==> src/rtl/uart_tx_fifo_if.sv <==
// uart_tx_fifo_if
// Bundles the host write port and the UART transmit handshake of the
// transmit FIFO. The FIFO itself connects through the slave modport. The
// surrounding logic (host plus UART transmitter) connects through master.
//
//   wr_en    host -> fifo   write strobe, one byte per high cycle
//   wr_data  host -> fifo   byte to store
//   clr_ovf  host -> fifo   clears the sticky overflow flag
//   tx_done  uart -> fifo   completion pulse from the transmitter
//   tx_data  fifo -> uart   byte for the transmitter (registered)
//   tx_start fifo -> uart   one-cycle start pulse (registered)
//   count    fifo -> host   bytes currently stored, 0..2^AW
//   full     fifo -> host   count == 2^AW
//   empty    fifo -> host   count == 0
//   busy     fifo -> host   a byte is being started or is in flight
//   overflow fifo -> host   sticky, set by a write attempted while full
interface uart_tx_fifo_if #(
  parameter int D_W = 8,
  parameter int AW  = 4
);
  logic           wr_en;
  logic [D_W-1:0] wr_data;
  logic           clr_ovf;
  logic           tx_done;
  logic [D_W-1:0] tx_data;
  logic           tx_start;
  logic [AW:0]    count;
  logic           full;
  logic           empty;
  logic           busy;
  logic           overflow;

  modport master (
    output wr_en, wr_data, clr_ovf, tx_done,
    input  tx_data, tx_start, count, full, empty, busy, overflow
  );

  modport slave (
    input  wr_en, wr_data, clr_ovf, tx_done,
    output tx_data, tx_start, count, full, empty, busy, overflow
  );
endinterface

==> src/rtl/uart_tx_fifo.sv <==
// uart_tx_fifo
// Transmit-side byte buffer between the host and the UART transmitter. The
// host writes bytes with a single-cycle strobe. The FIFO stores up to 2^AW
// of them and hands them one at a time to the UART using the
// tx_data / tx_start / tx_done handshake.
//
// Ports:
//   clk  system clock (the same clock that drives the UART)
//   rst  synchronous active-high reset
//   bus  uart_tx_fifo_if.slave: write port, status flags and UART handshake
module uart_tx_fifo #(
  parameter int D_W = 8,
  parameter int AW  = 4
) (
  input logic           clk,
  input logic           rst,
  uart_tx_fifo_if.slave bus
);

  localparam int DEPTH = 1 << AW;
  localparam logic [AW:0] CNT_FULL = {1'b1, {AW{1'b0}}};
  localparam logic [AW:0] CNT_ONE  = {{AW{1'b0}}, 1'b1};

  typedef enum logic [1:0] {
    ST_IDLE  = 2'd0,
    ST_START = 2'd1,
    ST_WAIT  = 2'd2
  } state_t;

  // Storage and control state
  logic [D_W-1:0] mem_q [DEPTH];
  logic [AW-1:0]  wr_ptr_q, wr_ptr_d;
  logic [AW-1:0]  rd_ptr_q, rd_ptr_d;
  logic [AW:0]    count_q, count_d;
  logic [D_W-1:0] tx_data_q, tx_data_d;
  logic           tx_start_q, tx_start_d;
  logic           overflow_q, overflow_d;
  state_t         state_q, state_d;

  logic full_w;
  logic empty_w;
  logic wr_acc;
  logic wr_rej;
  logic pop;

  // Flags come from the registered count only. A pop on the same edge
  // therefore cannot make room for a write that arrives while full.
  assign full_w  = (count_q == CNT_FULL);
  assign empty_w = (count_q == '0);
  assign wr_acc  = bus.wr_en && !full_w;
  assign wr_rej  = bus.wr_en &&  full_w;

  // FSM: state register
  always_ff @(posedge clk) begin
    if (rst) begin
      state_q <= ST_IDLE;
    end else begin
      state_q <= state_d;
    end
  end

  // FSM: next-state logic
  always_comb begin
    state_d = state_q;
    unique case (state_q)
      ST_IDLE:  if (!empty_w)   state_d = ST_START;
      ST_START:                 state_d = ST_WAIT;
      ST_WAIT:  if (bus.tx_done) state_d = ST_WAIT == ST_WAIT ? ST_IDLE : ST_WAIT;
      default:                  state_d = ST_IDLE;
    endcase
  end

  // FSM: output logic. A pop happens only when leaving IDLE. The start
  // pulse is registered, so it is high during the START cycle.
  always_comb begin
    pop        = (state_q == ST_IDLE) && !empty_w;
    tx_start_d = pop;
    tx_data_d  = pop ? mem_q[rd_ptr_q] : tx_data_q;
  end

  // Pointer, count and overflow next-state
  always_comb begin
    wr_ptr_d = wr_acc ? wr_ptr_q + AW'(1) : wr_ptr_q;
    rd_ptr_d = pop    ? rd_ptr_q + AW'(1) : rd_ptr_q;

    count_d = count_q;
    unique case ({wr_acc, pop})
      2'b10:   count_d = count_q + CNT_ONE;
      2'b01:   count_d = count_q - CNT_ONE;
      default: count_d = count_q;
    endcase

    // A rejected write wins over a clear on the same edge.
    overflow_d = overflow_q;
    if (bus.clr_ovf) overflow_d = 1'b0;
    if (wr_rej)      overflow_d = 1'b1;
  end

  // Control and output registers
  always_ff @(posedge clk) begin
    if (rst) begin
      wr_ptr_q   <= '0;
      rd_ptr_q   <= '0;
      count_q    <= '0;
      tx_data_q  <= '0;
      tx_start_q <= 1'b0;
      overflow_q <= 1'b0;
    end else begin
      wr_ptr_q   <= wr_ptr_d;
      rd_ptr_q   <= rd_ptr_d;
      count_q    <= count_d;
      tx_data_q  <= tx_data_d;
      tx_start_q <= tx_start_d;
      overflow_q <= overflow_d;
    end
  end

  // Byte storage. It is not reset: the pointers and count define which
  // entries are valid.
  always_ff @(posedge clk) begin
    if (wr_acc) begin
      mem_q[wr_ptr_q] <= bus.wr_data;
    end
  end

  assign bus.tx_data  = tx_data_q;
  assign bus.tx_start = tx_start_q;
  assign bus.count    = count_q;
  assign bus.full     = full_w;
  assign bus.empty    = empty_w;
  assign bus.busy     = (state_q != ST_IDLE);
  assign bus.overflow = overflow_q;

endmodule

==> src/flat_wrapper.sv <==
// flat-port wrapper written by rule: the top's interface ports become plain ports
module uart_tx_fifo_flat 
#(
  parameter int D_W = 8,
  parameter int AW  = 4
)
  (clk, rst, bus_wr_en, bus_wr_data, bus_clr_ovf, bus_tx_done, bus_tx_data, bus_tx_start, bus_count, bus_full, bus_empty, bus_busy, bus_overflow);
  uart_tx_fifo_if #(.D_W(D_W), .AW(AW)) bus_i ();
  input logic clk;
  input logic rst;
  input wire logic [$bits(bus_i.wr_en)-1:0] bus_wr_en;
  input wire logic [$bits(bus_i.wr_data)-1:0] bus_wr_data;
  input wire logic [$bits(bus_i.clr_ovf)-1:0] bus_clr_ovf;
  input wire logic [$bits(bus_i.tx_done)-1:0] bus_tx_done;
  output wire logic [$bits(bus_i.tx_data)-1:0] bus_tx_data;
  output wire logic [$bits(bus_i.tx_start)-1:0] bus_tx_start;
  output wire logic [$bits(bus_i.count)-1:0] bus_count;
  output wire logic [$bits(bus_i.full)-1:0] bus_full;
  output wire logic [$bits(bus_i.empty)-1:0] bus_empty;
  output wire logic [$bits(bus_i.busy)-1:0] bus_busy;
  output wire logic [$bits(bus_i.overflow)-1:0] bus_overflow;
  assign bus_i.wr_en = bus_wr_en;
  assign bus_i.wr_data = bus_wr_data;
  assign bus_i.clr_ovf = bus_clr_ovf;
  assign bus_i.tx_done = bus_tx_done;
  assign bus_tx_data = bus_i.tx_data;
  assign bus_tx_start = bus_i.tx_start;
  assign bus_count = bus_i.count;
  assign bus_full = bus_i.full;
  assign bus_empty = bus_i.empty;
  assign bus_busy = bus_i.busy;
  assign bus_overflow = bus_i.overflow;
  uart_tx_fifo #(.D_W(D_W), .AW(AW)) u_core (.clk(clk), .rst(rst), .bus(bus_i));
endmodule
==> config.mk <==
export PLATFORM = sky130hd
export DESIGN_NAME = uart_tx_fifo_flat
export DESIGN_NICKNAME = d
export VERILOG_FILES = /design/src/rtl/uart_tx_fifo_if.sv /design/src/rtl/uart_tx_fifo.sv /design/src/flat_wrapper.sv
export SDC_FILE = /design/constraint.sdc
export NUM_CORES = 1
export LEC_CHECK = 0
export CAP_MARGIN = 20
export CORE_MARGIN = 1
export CORE_UTILIZATION = 40
export DETAILED_ROUTE_END_ITERATION = 10
export SYNTH_ARGS = -nofsm -noshare
export SYNTH_HDL_FRONTEND = slang
export SYNTH_SLANG_ARGS = --single-unit
==> constraint.sdc <==
create_clock -name clk -period 5.65 [get_ports clk]
set_input_delay 0.8475 -clock clk [delete_from_list [all_inputs] [get_ports clk]]
set_output_delay 0.8475 -clock clk [all_outputs]
set_load 0.01 [all_outputs]
**Word level (Yosys, flattened, before mapping)**

Memory sizes are Yosys's and may differ from the RTL's. A register that Yosys moved wholly into a read port is not among the register bits.
Cells that the tools add are included.

- Bits in registers: 17
- RAM bits: 128
- Input bits: 13
- Output and inout bits: 18
- Logic and storage cells: 37
- Memories: 1

Memories:

| memory | words | bits a word | rd ports | clocked after Yosys merged registers in | wr ports | line | RTL |
|---|---|---|---|---|---|---|---|
| u_core.mem_q | 16 | 8 | 1 | 1 | 1 | uart_tx_fifo.sv:31 | `logic [D_W-1:0] mem_q [DEPTH];` |

- Add/subtract/negate cells: 4
- Eq/ne operators: 7
- Multiplexer cells: 8
- Reduce and logical (&&, ||, !) cells: 11

Operators with widths:

| cell | number |
|---|---|
| case mux 5 bit (2 select lines) | 1 |
| adder 4 x 1 -> 4 bit, second input constant | 2 |
| case mux 2 bit (3 select lines) | 1 |
| nonzero test 2 bit | 3 |
| adder 5 x 1 -> 5 bit, second input constant | 1 |
| == test 5 bit, second input constant | 1 |
| logical NOT 5 bit | 1 |
| subtractor 5 x 1 -> 5 bit, second input constant | 1 |
| == test 2 x 1 -> 1 bit, second input constant | 2 |
| == test 2 bit, second input constant | 2 |
| two-way mux 1 bit | 4 |
| two-way mux 2 bit | 2 |
| inequality test 2 bit, second input constant | 2 |
| logical AND 1 bit | 3 |
| logical NOT 1 bit | 2 |
| logical NOT 2 bit | 1 |
| AND reduction 2 bit | 1 |

**Depth between registers and ports, before layout**

- Depth after elaboration: 5
- Depth in mapped cells: 12

**Worst setup path before layout**

OpenSTA, ideal clock, no wires.

- Kind: in2reg
- Start: in bus_wr_en
- End: reg u_core.count_q[4], in the netlist u_core.bus.count[4]
- Data arrival time: 2.868 ns
- Slack: 2.658 ns
- Stages on the path: 10
- Path buffers: 1
- Cell sequence: a21boi_1 inv_1 ha_1 clkbuf_1 xor2_1 ha_1 a21oi_1 or3_1 a31oi_1 mux2_1

- Cells in the longest elaborated chain, start to end: 3

Ends and longest elaborated chain:

| what | line | RTL |
|---|---|---|
| start: declaration | flat_wrapper.sv:11 | `input wire logic [$bits(bus_i.wr_en)-1:0] bus_wr_en;` |
| logical AND 1 bit * | uart_tx_fifo.sv:50 | `assign wr_acc = bus.wr_en && !full_w;` |
| == test 2 x 1 -> 1 bit / == test 2 bit (equally long branches) | uart_tx_fifo.sv:87 | `unique case ({wr_acc, pop})` |
| case mux 5 bit (2 select lines) / nonzero test 2 bit (equally long branches) | -- |  |
| end signal: assignment | uart_tx_fifo.sv:111 | `count_q <= count_d;` |
| end: declaration | uart_tx_fifo.sv:34 | `logic [AW:0] count_q, count_d;` |

Every way passes the cells marked *; elsewhere a longest branch is shown, timed or not.
A chain may end at the register's enable or synchronous reset.

**Final worst setup path**

Ends and elaborated chain as after synthesis.

==> key figures <==
Route
  – Routed via count: 3,394
  – Router iterations before antenna repair: 9
  – DR vias/cell: 5.336
  – Drt total wl: 12,440 um
  – Antenna-violating nets left: 0
  – Drc violations: 2
  – First DRT Iteration DRCs: 224
  – Routed wire per std cell: 19.56 um

Synthesis
  – Count leader, synth: edfxtp_1
  – Area contributors post-synth: edfxtp_1, mux2i_1, dfxtp_1
  – Synth Register Bits: 153
  – Syn Area/Cell: 15.13 um2
  – Ys flop type: edfxtp_1
  – Yosys top cell by area: edfxtp_1
  – Synth unique cells: 39
  – Syn Inst Count: 409
  – Syn Nets: 430
  – Post-synth EDFFs: 128
  – Sequential share of the synthesized area: 0.7021
  – Syn. warnings: 0
  – Synthesized cell area: 0.006187 mm2
  – Yosys top cell area share: 0.6212
  – Post-synth ARST share: 0
  – Synth top cells by count: edfxtp_1, mux2i_1, nor2_1, o22ai_1, dfxtp_1

Clock tree
  – Post-CTS sizing: 0
  – Clock root buffer: clkbuf_16
  – Reg clk slew, reported paths: 60 ps
  – TritonCTS clock tree: done
  – Clk sink count: 153
  – H-Tree Depth: 4
  – Longest Clk Path Bufs: 2
  – Clock Latency Late Sink: 420 ps
  – Post-CTS setup buffers: 0
  – Cts hold-fix bufs: 0
  – Cts bufs inserted: 17

Finish
  – Final Core Density: 0.4722
  – Ant diodes: 0
  – Area Overhead vs Synth: 15.59%
  – Share of cells above drive strength 1: 0.07813
  – Fin nets: 457

Global routing
  – Congestion Overflow GR: 0
  – Vias in the first global route: 3,365
  – Largest net degree at the start of global routing: 38
  – First-pass GRT wire length: 19,080 um
  – Initial antenna violation count: 0
  – GRT Overall Usage: 0.1657

Timing
  – Setup violations, final: 0
  – Setup TNS Final: 0 ps
  – Final Max Slew Viols: 0
  – Slew HR: 0.2775
  – Period utilization: 0.5961
  – Hold Fails Final Rpt: 0
  – Least-Margin Pin Slew: 1075 ps
  – Tmin final: 3368 ps
  – Final hold slack: 510.2 ps
  – Clock Skew: 11.85 ps
  – Max Fclk: 0.2969 GHz
  – RSZ-0062 raised after global routing: no

Die
  – Area of the die: 0.01597 mm2
  – Die height: 126.4 um
  – Starting Density: 0.4085
  – Site Rows: 45
  – I/O pins: 31
  – DIE WIDTH: 126.4 um
  – Core area: 0.01515 mm2

Place
  – Number of I/O port buffers: 30
  – Detailed Place HPWL: 7991 um
  – GP Congestion: 0.7570

Power and ir drop
  – Net Sw Power: 840.6 uW
  – Clock power frac: 0.342
  – LEAKAGE: 0.002236 uW
  – Comb pwr share: 0.210
  – Max VDD drop: 0.2303 mV
  – PD cells: 428.4 mW/mm2
  – Sw frac: 0.2743
  – Flop pwr share: 0.448
  – Pint: 2223 uW

Hold path
  – Hold Crit Class: flip-flop to flip-flop

Setup path
  – Endpoint class of the critical path: flip-flop
  – CP required: 5960 ps
  – Crit path max-delay family: compound AO/OA/AOI/OAI gates
  – Crit path max fanout: 9
  – Setup slack, reg-to-reg: 2280 ps
  – Crit Path Category: primary input to flip-flop
  – CP most frequent cell: ha_1
  – WP buf/inv: 2
  – Critical path's slowest cell: clkdlybuf4s50_1
  – Cell Chain, Critical Path: clkdlybuf4s50_1 -> a21boi_1 -> inv_1 -> ha_1 -> xor2_1 -> ha_1 -> a21oi_1 -> or3_1 -> a31oi_1 -> mux2_1
  – Crit path DAT: 3680 ps
  – Delay of the slowest critical-path stage: 560 ps
  – CP Launch Type: primary input

Outcome
  – Status: finished, violations left
  – Failing checks: design-rule violations

Run
  – Max-cap violations: 0
[cell type report]
type	instances	area (um2)
clock buffers	19	432.9
multi-input cells	225	1680
repair buffers	34	327.8
fillers	1298	7994
inverters	5	18.77
well taps	188	235.2
clock inverters	12	108.9
flip-flops and latches	153	4348
[kinds of logic after synthesis]
logic type / after synthesis / share of synthesized area
flip-flops: 153 / 0.7021
adder cells (fa/ha/maj): 8 / 0.01618
AO/OA/AOI/OAI: 57 / 0.06330
buffers and inverters: 31 / 0.02629
AND/OR/NAND/NOR: 81 / 0.06572
XOR/XNOR: 9 / 0.01274
multiplexers: 70 / 0.1136
[routing by layer]
layer | GRT usage | vias up | part of all wire
met4 | 0.07442 | 0 | 0.019
met2 | 0.2694 | 72 | 0.48
met1 | 0.2105 | 1681 | 0.45
met3 | 0.04049 | 18 | 0.046
met5 | 0 | - | 0
li1 | - | 1623 | -
[path summary, 6_finish.rpt]
kind,from,end,cells past startpoint
min reg2reg,u_core.bus.tx_data[1]$_SDFFE_PP0P_,u_core.bus.tx_data[1]$_SDFFE_PP0P_,2
min,u_core.bus.tx_data[1]$_SDFFE_PP0P_,u_core.bus.tx_data[1]$_SDFFE_PP0P_,2
max,bus_wr_en,u_core.bus.count[4]$_SDFFE_PP0P_,10
max reg2reg,u_core.bus.count[4]$_SDFFE_PP0P_,u_core.bus.count[4]$_SDFFE_PP0P_,9
[flip-flops by register name, summed over array words and instances (netlist names)]
name,cells
u_core.mem_q,128
u_core.bus.tx_data,8
u_core.bus.count,5
u_core.rd_ptr_q,4
u_core.wr_ptr_q,4
u_core.state_q,2
u_core.bus.overflow,1
u_core.bus.tx_start,1
[worst register-to-register path, delay by kind of cell (launching register included)]
kind / cells / cell delay (ps)
flops: 1 / 480
compound gates: 3 / 1060
mux: 1 / 330
buf+inv: 1 / 200
fa+ha+maj: 2 / 640
xor+xnor: 1 / 190
simple gates: 1 / 370
[per-stage QoR]
| stage | instances | setup WS [ps] | total power, uW | cell area [um2] |
|---|---|---|---|---|
| final | 636 | 2282 | 3064 | 7152 |
| after global routing | 636 | 2036 | 3193 | 7152 |
| after CTS | 634 | 2271 | 3083 | 7139 |
| after detailed placement | 603 | 1836 | 2039 | 6598 |
| after global placement | 603 | 1925 | 2024 | 6598 |
| after floorplan | 409 | 2658 | 1829 | 6187 |
[power by group through the flow]
stage	Combinational (uW)	Sequential (uW)	Clock [uW]
floorplan	454	1380	0
global placement	631	1390	0
detailed placement	643	1400	0
CTS	646	1370	1060
global route	700	1380	1110
finish	643	1370	1050
[cell usage in the layout, fill, tap and decap left out, types with 3 or more instances in the layout]
master / count
ha_1: 8
o211ai_1: 3
nand2_1: 5
or3b_1: 3
nor2_1: 40
a211oi_1: 8
nor3_1: 7
nor4_1: 8
nand3b_1: 3
edfxtp_1: 128
nor2b_1: 4
mux2i_1: 68
xor2_1: 7
clkbuf_16: 17
inv_1: 5
or3_1: 3
clkinv_2: 3
clkdlybuf4s50_1: 30
a21oi_1: 3
clkinv_1: 5
dfxtp_1: 24
o22ai_1: 33
Note: power is estimated with default switching activity, not from simulation.
